<file path="src/rtl/mem_pkg.sv">
// -----------------------------------------------------------------------------
// mem_pkg
// Shared definitions for the memory arbiter slice: default memory geometry,
// the arbiter FSM state encoding and the requester port identifiers.
// -----------------------------------------------------------------------------
package mem_pkg;

  // Default geometry of the 16x8 single-port memory.
  localparam int MEM_ADDR_W = 4;
  localparam int MEM_DATA_W = 8;

  // Arbiter FSM states.
  typedef enum logic [1:0] {
    ST_IDLE   = 2'd0,
    ST_ACCESS = 2'd1,
    ST_RESP   = 2'd2
  } state_t;

  // Requester identifiers.
  localparam logic PORT0 = 1'b0;
  localparam logic PORT1 = 1'b1;

  // The port that did not win last time.
  function automatic logic other_port(input logic p);
    return (p == PORT0) ? PORT1 : PORT0;
  endfunction

endpackage

</file>
<file path="src/rtl/mem_arbiter_rr_arb2.sv">
// -----------------------------------------------------------------------------
// rr_arb2
// Combinational two-way round-robin pick.
//   req0, req1  : pending requests from port 0 / port 1
//   last_grant  : port that was granted most recently
//   valid       : at least one request is pending
//   grant       : winning port id (PORT0 / PORT1), meaningful when valid
// -----------------------------------------------------------------------------
module rr_arb2
  import mem_pkg::*;
(
  input  logic req0,
  input  logic req1,
  input  logic last_grant,
  output logic valid,
  output logic grant
);

  // A lone requester wins outright; a tie goes to the port not served last.
  always_comb begin
    valid = 1'b0;
    grant = PORT0;
    case ({req1, req0})
      2'b01: begin
        valid = 1'b1;
        grant = PORT0;
      end
      2'b10: begin
        valid = 1'b1;
        grant = PORT1;
      end
      2'b11: begin
        valid = 1'b1;
        grant = other_port(last_grant);
      end
      default: begin
        valid = 1'b0;
        grant = PORT0;
      end
    endcase
  end

endmodule

</file>
<file path="src/rtl/mem_arbiter.sv">
// -----------------------------------------------------------------------------
// mem_arbiter
// Two-port arbiter and access sequencer in front of a level-sensitive
// single-port memory. Port 0 (CPU) and port 1 (loader/debug) share the memory;
// ties are broken round-robin. Every transaction runs IDLE -> ACCESS (for
// WAIT_CYCLES cycles) -> RESP (one-cycle ack) -> IDLE. Address and write data
// are latched at grant so the memory sees stable values while read/write is
// asserted.
//
// Ports
//   clk, rst                  : clock (rising edge), async active-high reset
//   req0/we0/addr0/wdata0     : port 0 request, direction, address, write data
//   ack0/rdata0               : port 0 completion pulse and held read data
//   req1/we1/addr1/wdata1     : port 1 request, direction, address, write data
//   ack1/rdata1               : port 1 completion pulse and held read data
//   mem_addr/mem_read/
//   mem_write/mem_wdata       : memory address, read, write and data_in
//   mem_rdata                 : memory data_out
//   busy                      : high in any state other than IDLE
// -----------------------------------------------------------------------------
module mem_arbiter
  import mem_pkg::*;
#(
  parameter int ADDR_W      = MEM_ADDR_W,
  parameter int DATA_W      = MEM_DATA_W,
  parameter int WAIT_CYCLES = 1
) (
  input  logic              clk,
  input  logic              rst,
  input  logic              req0,
  input  logic              we0,
  input  logic [ADDR_W-1:0] addr0,
  input  logic [DATA_W-1:0] wdata0,
  output logic              ack0,
  output logic [DATA_W-1:0] rdata0,
  input  logic              req1,
  input  logic              we1,
  input  logic [ADDR_W-1:0] addr1,
  input  logic [DATA_W-1:0] wdata1,
  output logic              ack1,
  output logic [DATA_W-1:0] rdata1,
  output logic [ADDR_W-1:0] mem_addr,
  output logic              mem_read,
  output logic              mem_write,
  output logic [DATA_W-1:0] mem_wdata,
  input  logic [DATA_W-1:0] mem_rdata,
  output logic              busy
);

  // The counter counts down to zero inside ACCESS; two bits cover 1..4 waits.
  localparam logic [1:0] CNT_LOAD = 2'(WAIT_CYCLES - 1);

  state_t            state_q, state_d;
  logic              port_q, port_d;
  logic              we_q, we_d;
  logic [ADDR_W-1:0] addr_q, addr_d;
  logic [DATA_W-1:0] wdata_q, wdata_d;
  logic [1:0]        cnt_q, cnt_d;
  logic              last_grant_q, last_grant_d;
  logic [DATA_W-1:0] rdata0_q, rdata0_d;
  logic [DATA_W-1:0] rdata1_q, rdata1_d;
  logic              ack0_q, ack0_d;
  logic              ack1_q, ack1_d;
  logic              mem_read_q, mem_read_d;
  logic              mem_write_q, mem_write_d;
  logic              busy_q, busy_d;

  logic              arb_valid;
  logic              arb_grant;

  rr_arb2 u_rr_arb2 (
    .req0       (req0),
    .req1       (req1),
    .last_grant (last_grant_q),
    .valid      (arb_valid),
    .grant      (arb_grant)
  );

  // Next-state logic: arbitration and latching in IDLE, countdown and read
  // capture in ACCESS, unconditional return from RESP.
  always_comb begin
    state_d      = state_q;
    port_d       = port_q;
    we_d         = we_q;
    addr_d       = addr_q;
    wdata_d      = wdata_q;
    cnt_d        = cnt_q;
    last_grant_d = last_grant_q;
    rdata0_d     = rdata0_q;
    rdata1_d     = rdata1_q;
    case (state_q)
      ST_IDLE: begin
        if (arb_valid) begin
          port_d       = arb_grant;
          last_grant_d = arb_grant;
          cnt_d        = CNT_LOAD;
          state_d      = ST_ACCESS;
          if (arb_grant == PORT1) begin
            we_d    = we1;
            addr_d  = addr1;
            wdata_d = wdata1;
          end else begin
            we_d    = we0;
            addr_d  = addr0;
            wdata_d = wdata0;
          end
        end else begin
          state_d = ST_IDLE;
        end
      end
      ST_ACCESS: begin
        if (cnt_q == 2'd0) begin
          state_d = ST_RESP;
          // Only reads touch rdata, and only the granted port's copy.
          if (!we_q) begin
            if (port_q == PORT1) begin
              rdata1_d = mem_rdata;
            end else begin
              rdata0_d = mem_rdata;
            end
          end else begin
            rdata0_d = rdata0_q;
          end
        end else begin
          cnt_d   = cnt_q - 2'd1;
          state_d = ST_ACCESS;
        end
      end
      ST_RESP: begin
        state_d = ST_IDLE;
      end
      default: begin
        state_d = ST_IDLE;
      end
    endcase
  end

  // Output decode from the next-state registers so the strobes come straight
  // out of flops and never depend on the requester inputs in the same cycle.
  always_comb begin
    mem_read_d  = (state_d == ST_ACCESS) && !we_d;
    mem_write_d = (state_d == ST_ACCESS) && we_d;
    ack0_d      = (state_d == ST_RESP) && (port_d == PORT0);
    ack1_d      = (state_d == ST_RESP) && (port_d == PORT1);
    busy_d      = (state_d != ST_IDLE);
  end

  // FSM, transaction latches, counter and registered outputs.
  always_ff @(posedge clk or posedge rst) begin
    if (rst) begin
      state_q      <= ST_IDLE;
      port_q       <= PORT0;
      we_q         <= 1'b0;
      addr_q       <= '0;
      wdata_q      <= '0;
      cnt_q        <= 2'd0;
      last_grant_q <= PORT1;
      rdata0_q     <= '0;
      rdata1_q     <= '0;
      ack0_q       <= 1'b0;
      ack1_q       <= 1'b0;
      mem_read_q   <= 1'b0;
      mem_write_q  <= 1'b0;
      busy_q       <= 1'b0;
    end else begin
      state_q      <= state_d;
      port_q       <= port_d;
      we_q         <= we_d;
      addr_q       <= addr_d;
      wdata_q      <= wdata_d;
      cnt_q        <= cnt_d;
      last_grant_q <= last_grant_d;
      rdata0_q     <= rdata0_d;
      rdata1_q     <= rdata1_d;
      ack0_q       <= ack0_d;
      ack1_q       <= ack1_d;
      mem_read_q   <= mem_read_d;
      mem_write_q  <= mem_write_d;
      busy_q       <= busy_d;
    end
  end

  // Address and data go to the memory straight from the grant-time latches.
  assign mem_addr  = addr_q;
  assign mem_wdata = wdata_q;
  assign mem_read  = mem_read_q;
  assign mem_write = mem_write_q;
  assign ack0      = ack0_q;
  assign ack1      = ack1_q;
  assign rdata0    = rdata0_q;
  assign rdata1    = rdata1_q;
  assign busy      = busy_q;

endmodule

</file>
<file path="config.mk">
export PLATFORM = sky130hd
export DESIGN_NAME = mem_arbiter
export DESIGN_NICKNAME = d
export VERILOG_FILES = /design/src/rtl/mem_pkg.sv /design/src/rtl/mem_arbiter_rr_arb2.sv /design/src/rtl/mem_arbiter.sv
export SDC_FILE = /design/constraint.sdc
export NUM_CORES = 1
export LEC_CHECK = 0
export BUFFER_PORTS_ARGS = -buffer_cell sky130_fd_sc_hd__buf_2
export CORE_ASPECT_RATIO = 0.8
export CORE_MARGIN = 2
export CORE_UTILIZATION = 40
export CTS_CLUSTER_DIAMETER = 120
export CTS_CLUSTER_SIZE = 20
export DETAILED_ROUTE_END_ITERATION = 10
export GPL_TIMING_DRIVEN = 0
export PLACE_DENSITY = 0.8
export SLEW_MARGIN = 5
export SYNTH_ARGS = -nofsm -noshare
export SYNTH_HDL_FRONTEND = slang
export SYNTH_SLANG_ARGS = --single-unit
export TNS_END_PERCENT = 1
</file>
<file path="constraint.sdc">
create_clock -name clk -period 1.7 [get_ports clk]
set_clock_uncertainty 0.2 [all_clocks]
set_input_delay 0.255 -clock clk [delete_from_list [all_inputs] [get_ports clk]]
set_output_delay 0.255 -clock clk [all_outputs]
set_load 0.05 [all_outputs]
</file>
Yosys cells after proc, flatten, opt, wreduce, memory -nomap -nowiden
Index checks and enable logic that the tools add are counted.
Widths: inputs -> output; s select.
{ "classes": {"add_sub_neg": 1, "multipliers": 0, "div_mod_pow": 0, "n_lt_le_gt_ge": 0, "eq_ne": 8, "n_shift": 0, "n_mux": 16, "n_bitwise": 3, "reduce_logical": 14} }
{ "op_table": {"columns": ["operator", "n"], "rows": [
  ["$mux 1", 8],
  ["$mux 8", 1],
  ["$pmux 2 s2", 2],
  ["$reduce_and 4->1", 2],
  ["$eq 2x1->1 const B", 3],
  ["$eq 2x2->1 const B", 3],
  ["$mux 2", 3],
  ["$logic_and 1x1->1", 4],
  ["$logic_not 2->1", 2],
  ["$mux 4", 1],
  ["$ne 2x2->1 const B", 2],
  ["$reduce_bool 2->1", 2],
  ["$not 1->1", 3],
  ["$reduce_and 3->1", 1],
  ["$reduce_or 3->1", 1],
  ["$pmux 1 s2", 1],
  ["$reduce_and 2->1", 1],
  ["$sub 2x1->2 const B", 1],
  ["$logic_not 1->1", 1]
]} }
{ "totals": {"ff_bits": 40, "latchBits": 0, "ram_bits": 0, "mem_bits_ro": 0, "inputBits": 38, "out_inout_bits": 33, "elab_cells": 56, "memories": 0} }

Depth between registers and ports, before layout
{ "depth": {"word_depth": 7, "ltp_mapped": 6, "mapped_depth_nobuf": 6} }

Cells and area by module
From an unflattened synthesis, not the netlist that was laid out.
{ "unflattened": {"cells_unflattened": 129, "hier_area_um2": 1694.1} }
{ "by_module_without_submodules": {"columns": ["mod", "instances", "cells_per_inst", "area_per_inst_um2", "seq_area_each_um2"], "rows": [
  ["mem_arbiter", 1, 127, 1680.4, 1002.2],
  ["rr_arb2", 1, 2, 13.8, 0.0]
]} }

Worst setup path after synthesis
OpenSTA, ideal clock, no wires.
{ "synth_path": {"path_type": "register to register", "startpoint": "register cnt_q[0]", "endpoint": "register rdata0_q[0], in the netlist rdata0[0]", "setup_ns": 0.125, "arrival_time_ns": 1.345, "required_ns": 1.375, "path_slack_ns": 0.030, "path_stages_with_launch": 6, "path_buffers": 0, "period_less_slack_ns": 1.670, "path_cell_list": "dfrtp_1 > inv_1 > ha_1 > nand3b_4 > nor3_4 > mux2_2"} }
{ "synth_via": {"elab_chain_cells": 2} }
{ "synth_rtl": {"columns": ["element", "line_no", "rtl"], "rows": [
  ["start, declared", "mem_arbiter.sv:58", "logic [1:0] cnt_q, cnt_d;"],
  ["start signal, assigned", "mem_arbiter.sv:171", "cnt_q <= cnt_d;"],
  ["$logic_not 2->1", "mem_arbiter.sv:112", "if (cnt_q == 2'd0) begin"],
  ["$reduce_and 4->1 (no line)", null, null],
  ["end signal, assigned", "mem_arbiter.sv:173", "rdata0_q <= rdata0_d;"],
  ["end, declared", "mem_arbiter.sv:60", "logic [DATA_W-1:0] rdata0_q, rdata0_d;"]
]} }
Every way passes these cells.
A chain may end at the register's enable or synchronous reset.

Final worst setup path
{ "layout_path": {"startpoint": "register last_grant_q", "endpoint": "register mem_write_q, in the netlist mem_write"} }
{ "layout_via": {"elab_chain_cells": 6} }
{ "layout_rtl": {"columns": ["element", "line_no", "rtl"], "rows": [
  ["start, declared", "mem_arbiter.sv:59", "logic last_grant_q, last_grant_d;"],
  ["start signal, assigned", "mem_arbiter.sv:172", "last_grant_q <= last_grant_d;"],
  ["$mux 1", "mem_pkg.sv:25", "return (p == PORT0) ? PORT1 : PORT0;"],
  ["$pmux 1 s2", "mem_arbiter_rr_arb2.sv:23", "case ({req1, req0})"],
  ["$mux 1", "mem_arbiter.sv:98", "if (arb_grant == PORT1) begin"],
  ["$mux 1", "mem_arbiter.sv:93", "if (arb_valid) begin"],
  ["$mux 1", "mem_arbiter.sv:91", "case (state_q)"],
  ["via we_d", "mem_arbiter.sv:55", "logic we_q, we_d;"],
  ["$logic_and 1x1->1", "mem_arbiter.sv:142", "mem_write_d = (state_d == ST_ACCESS) && we_d;"],
  ["via mem_write_d", "mem_arbiter.sv:65", "logic mem_write_q, mem_write_d;"],
  ["end signal, assigned", "mem_arbiter.sv:178", "mem_write_q <= mem_write_d;"],
  ["end, declared", "mem_arbiter.sv:65", null]
]} }
The timed path passes the listed nets, and every way through them passes these cells.

==> impl_metrics.json <==
{
  "synth_cell_type_count": 25,
  "p_leak_nw": 1.12,
  "finalSetupViolations": 0,
  "vias": 1235,
  "critPathCapture": "mem_write",
  "drt-total-wl_microns": 3340,
  "crit_required_ns": 1.68,
  "synth_top_area_share": 0.594,
  "path_max_fanout": 5,
  "tightest_slew_ns": 0.792,
  "drc": 0,
  "clk_latency_ns": 0.28,
  "power_density_nw_per_um2": 2260,
  "combinationalPowerShare": 0.548,
  "port-buffer-count": 70,
  "crit_path_start_kind": "register",
  "rr_worst_depth": 4,
  "vias_per_cell": 4.68,
  "crit_type": "reg -> reg",
  "core_sq_um": 3880,
  "final_hold_viol_count": 0,
  "min_path_type": "in -> reg",
  "cts_buffer_depth": 2,
  "fin_crit_ns": 1.67,
  "grt_max_degree": 41,
  "outcome": "finished, final reports clean",
  "rows": 20,
  "crit_path_start": "last_grant_q",
  "internal_power_mw": 2.53,
  "ys_top_cells_by_area": "dfrtp_1 59%, mux2_2 11%, mux2i_1 7.3%",
  "syn_to_final_growth_pct": 36.6,
  "dp_hpwl_microns": 2480,
  "synth_fp_nets": 164,
  "ir_worst_vdd_v": 0.000816,
  "crit_arrival_ns": 1.65,
  "slew_viol_final": 0,
  "clockPowerShare": 0.124,
  "fin_tns_setup_ns": 0,
  "cp-end-kind": "register",
  "rsz0062_at_grt": "yes",
  "yosys_warnings": 0,
  "synth_top_area_cell": "dfrtp_1",
  "layout_common_cells": "71 x buf_2, 38 x dfrtp_1, 15 x mux2_2, 15 x o21ai_0, 13 x nand2_1",
  "pre_cts_ws_ns": -0.143,
  "hp-start": "mem_rdata[7]",
  "dieArea_sq_um": 4640,
  "netlist_area_sq_um": 1640,
  "fmax_ghz": 0.600,
  "hold_ws_ns": 0.0174,
  "grtUsageTotal": 0.160,
  "cts_buffers": 5,
  "fin_crit_sh": 0.981,
  "r2r_end": "mem_write",
  "diodes": 0,
  "htreeDepth": 2,
  "drt-initial-drc-count": 52,
  "grt_pass1_wl_microns": 5440,
  "maxSlewHeadroom": 0.471,
  "grt_pass1_vias": 1193,
  "avgSynthCellArea_sq_um": 13.2,
  "drive_above_1_share": 0.541,
  "seq_area_frac_synth": 0.610,
  "setup_ws_ns": 0.0320,
  "r2r_start": "last_grant_q",
  "power_frac_seq": 0.328,
  "syn_inst": 125,
  "cts_tree": "done",
  "wl_per_cell_microns": 12.7,
  "die_width_microns": 75.7,
  "hold_path_depth": 2,
  "nNetsFinal": 247,
  "num_io_pins": 71,
  "die_y_microns": 61.3,
  "cts_sinks": 40,
  "overflow": 0,
  "ys_seq_elements": 40,
  "gp_congestion": 0.765,
  "antenna_found_initial": 0,
  "fillers": 349,
  "cts-root-buf": "clkbuf_8",
  "initial_utilization": 0.424,
  "cts.clk_slew.worst_paths_ns": 0.07,
  "dr.pass1.iters": 2,
  "p_switching_mw": 2.53,
  "layout_commonest_cell": "buf_2",
  "drv_cap": 0,
  "final_antenna_net_count": 0,
  "netSwitchingFraction": 0.500,
  "r2r_setup_slack_ns": 0.03
}
-- state kept, by name, summed over array words and instances, names as in the netlist --
name / cells
we_q: 1
ack1: 1
mem_read: 1
ack0: 1
state_q: 2
last_grant_q: 1
rdata1: 8
rdata0: 8
port_q: 1
busy: 1
cnt_q: 2
mem_write: 1
mem_wdata: 8
mem_addr: 4
-- critical path, stage by stage (launching register included) --
cell and delay (ns):
dfstp_2 0.57, a21boi_4 0.09, mux2_4 0.31, mux2_4 0.27, and2_4 0.14
-- metrics by stage --
step	util	cell area [sq um]	std cells	power, mW
2_1_floorplan	-	1640	125	3.75
3_3_place_gp	0.532	2060	250	4.34
3_5_place_dp	0.532	2060	250	4.40
4_1_cts	0.570	2210	262	5.10
5_1_grt	0.579	2250	264	5.37
6_report	0.579	2250	264	5.06
-- per-layer routing --
layer	track usage	vias to the layer above	wire length [microns]
li1	-	597	-
met1	0.204	609	1460
met2	0.267	25	1730
met3	0.0409	4	106
met4	0.0602	0	40
met5	0	-	0
-- cells in the mapped netlist (all sizes together) --
master  count
inv         5
dfstp       1
o21ai      15
o21a        1
o22ai       1
a21boi      1
or3         1
nand3b      1
dfrtp      39
a31oi       1
ha          1
mux2i      12
a21oi       2
nor3        1
and2        2
buf         3
clkbuf      1
mux2       18
nand2      14
nor2        3
nand3       1
a22o        1
-- worst min path at each step --
stage,to,slack [ns]
3_3_place_gp,mem_addr[0],0.26
5_1_grt,rdata1[7],0.01
4_1_cts,rdata0[5],0.01
6_report,rdata1[7],0.02
2_1_floorplan,last_grant_q,0.12
3_5_place_dp,rdata0[4],0.26
-- cell families (layout without fill, tap and decap cells) --
| family | count (synthesis) | count (layout) | share of synthesized area |
|---|---|---|---|
| buffers and inverters | 9 | 93 | 0.0244 |
| adder cells (fa/ha/maj) | 1 | 1 | 0.00761 |
| AND/OR/NAND/NOR | 23 | 23 | 0.0769 |
| AO/OA/AOI/OAI | 22 | 22 | 0.0807 |
| flip-flops | 40 | 40 | 0.610 |
| multiplexers | 30 | 30 | 0.201 |
-- power by group through the flow --
stage | registers (mW) | clock network (mW) | logic [mW]
after floorplan | 3.04 | 0 | 0.713
after global routing | 1.73 | 0.689 | 2.95
after detailed placement | 1.67 | 0 | 2.73
after CTS | 1.66 | 0.642 | 2.80
after global placement | 1.65 | 0 | 2.70
final | 1.66 | 0.626 | 2.78
-- layout make-up --
| type | count | area [sq um] | share of cell area |
|---|---|---|---|
| flip-flops and latches | 40 | 1000 | 0.447 |
| inverters | 5 | 18.8 | 0.00836 |
| clock buffers | 8 | 90.1 | 0.0401 |
| well taps | 55 | 68.8 | 0.0306 |
| multi-input cells | 76 | 628 | 0.280 |
| repair buffers | 76 | 413 | 0.184 |
| plain buffers | 4 | 23.8 | 0.0106 |
-- repair_timing --
| action | 4_1_cts | 5_1_grt |
|---|---|---|
| hold buffers | 2 | 0 |
| buffers inserted | 2 | 2 |
| hold endpoints to repair | 40 | 0 |
| pin swaps | 3 | 2 |
| endpoints found under the setup margin | 25 | 26 |
| resized for setup | 4 | 6 |
(Power assumes the default switching activity.)
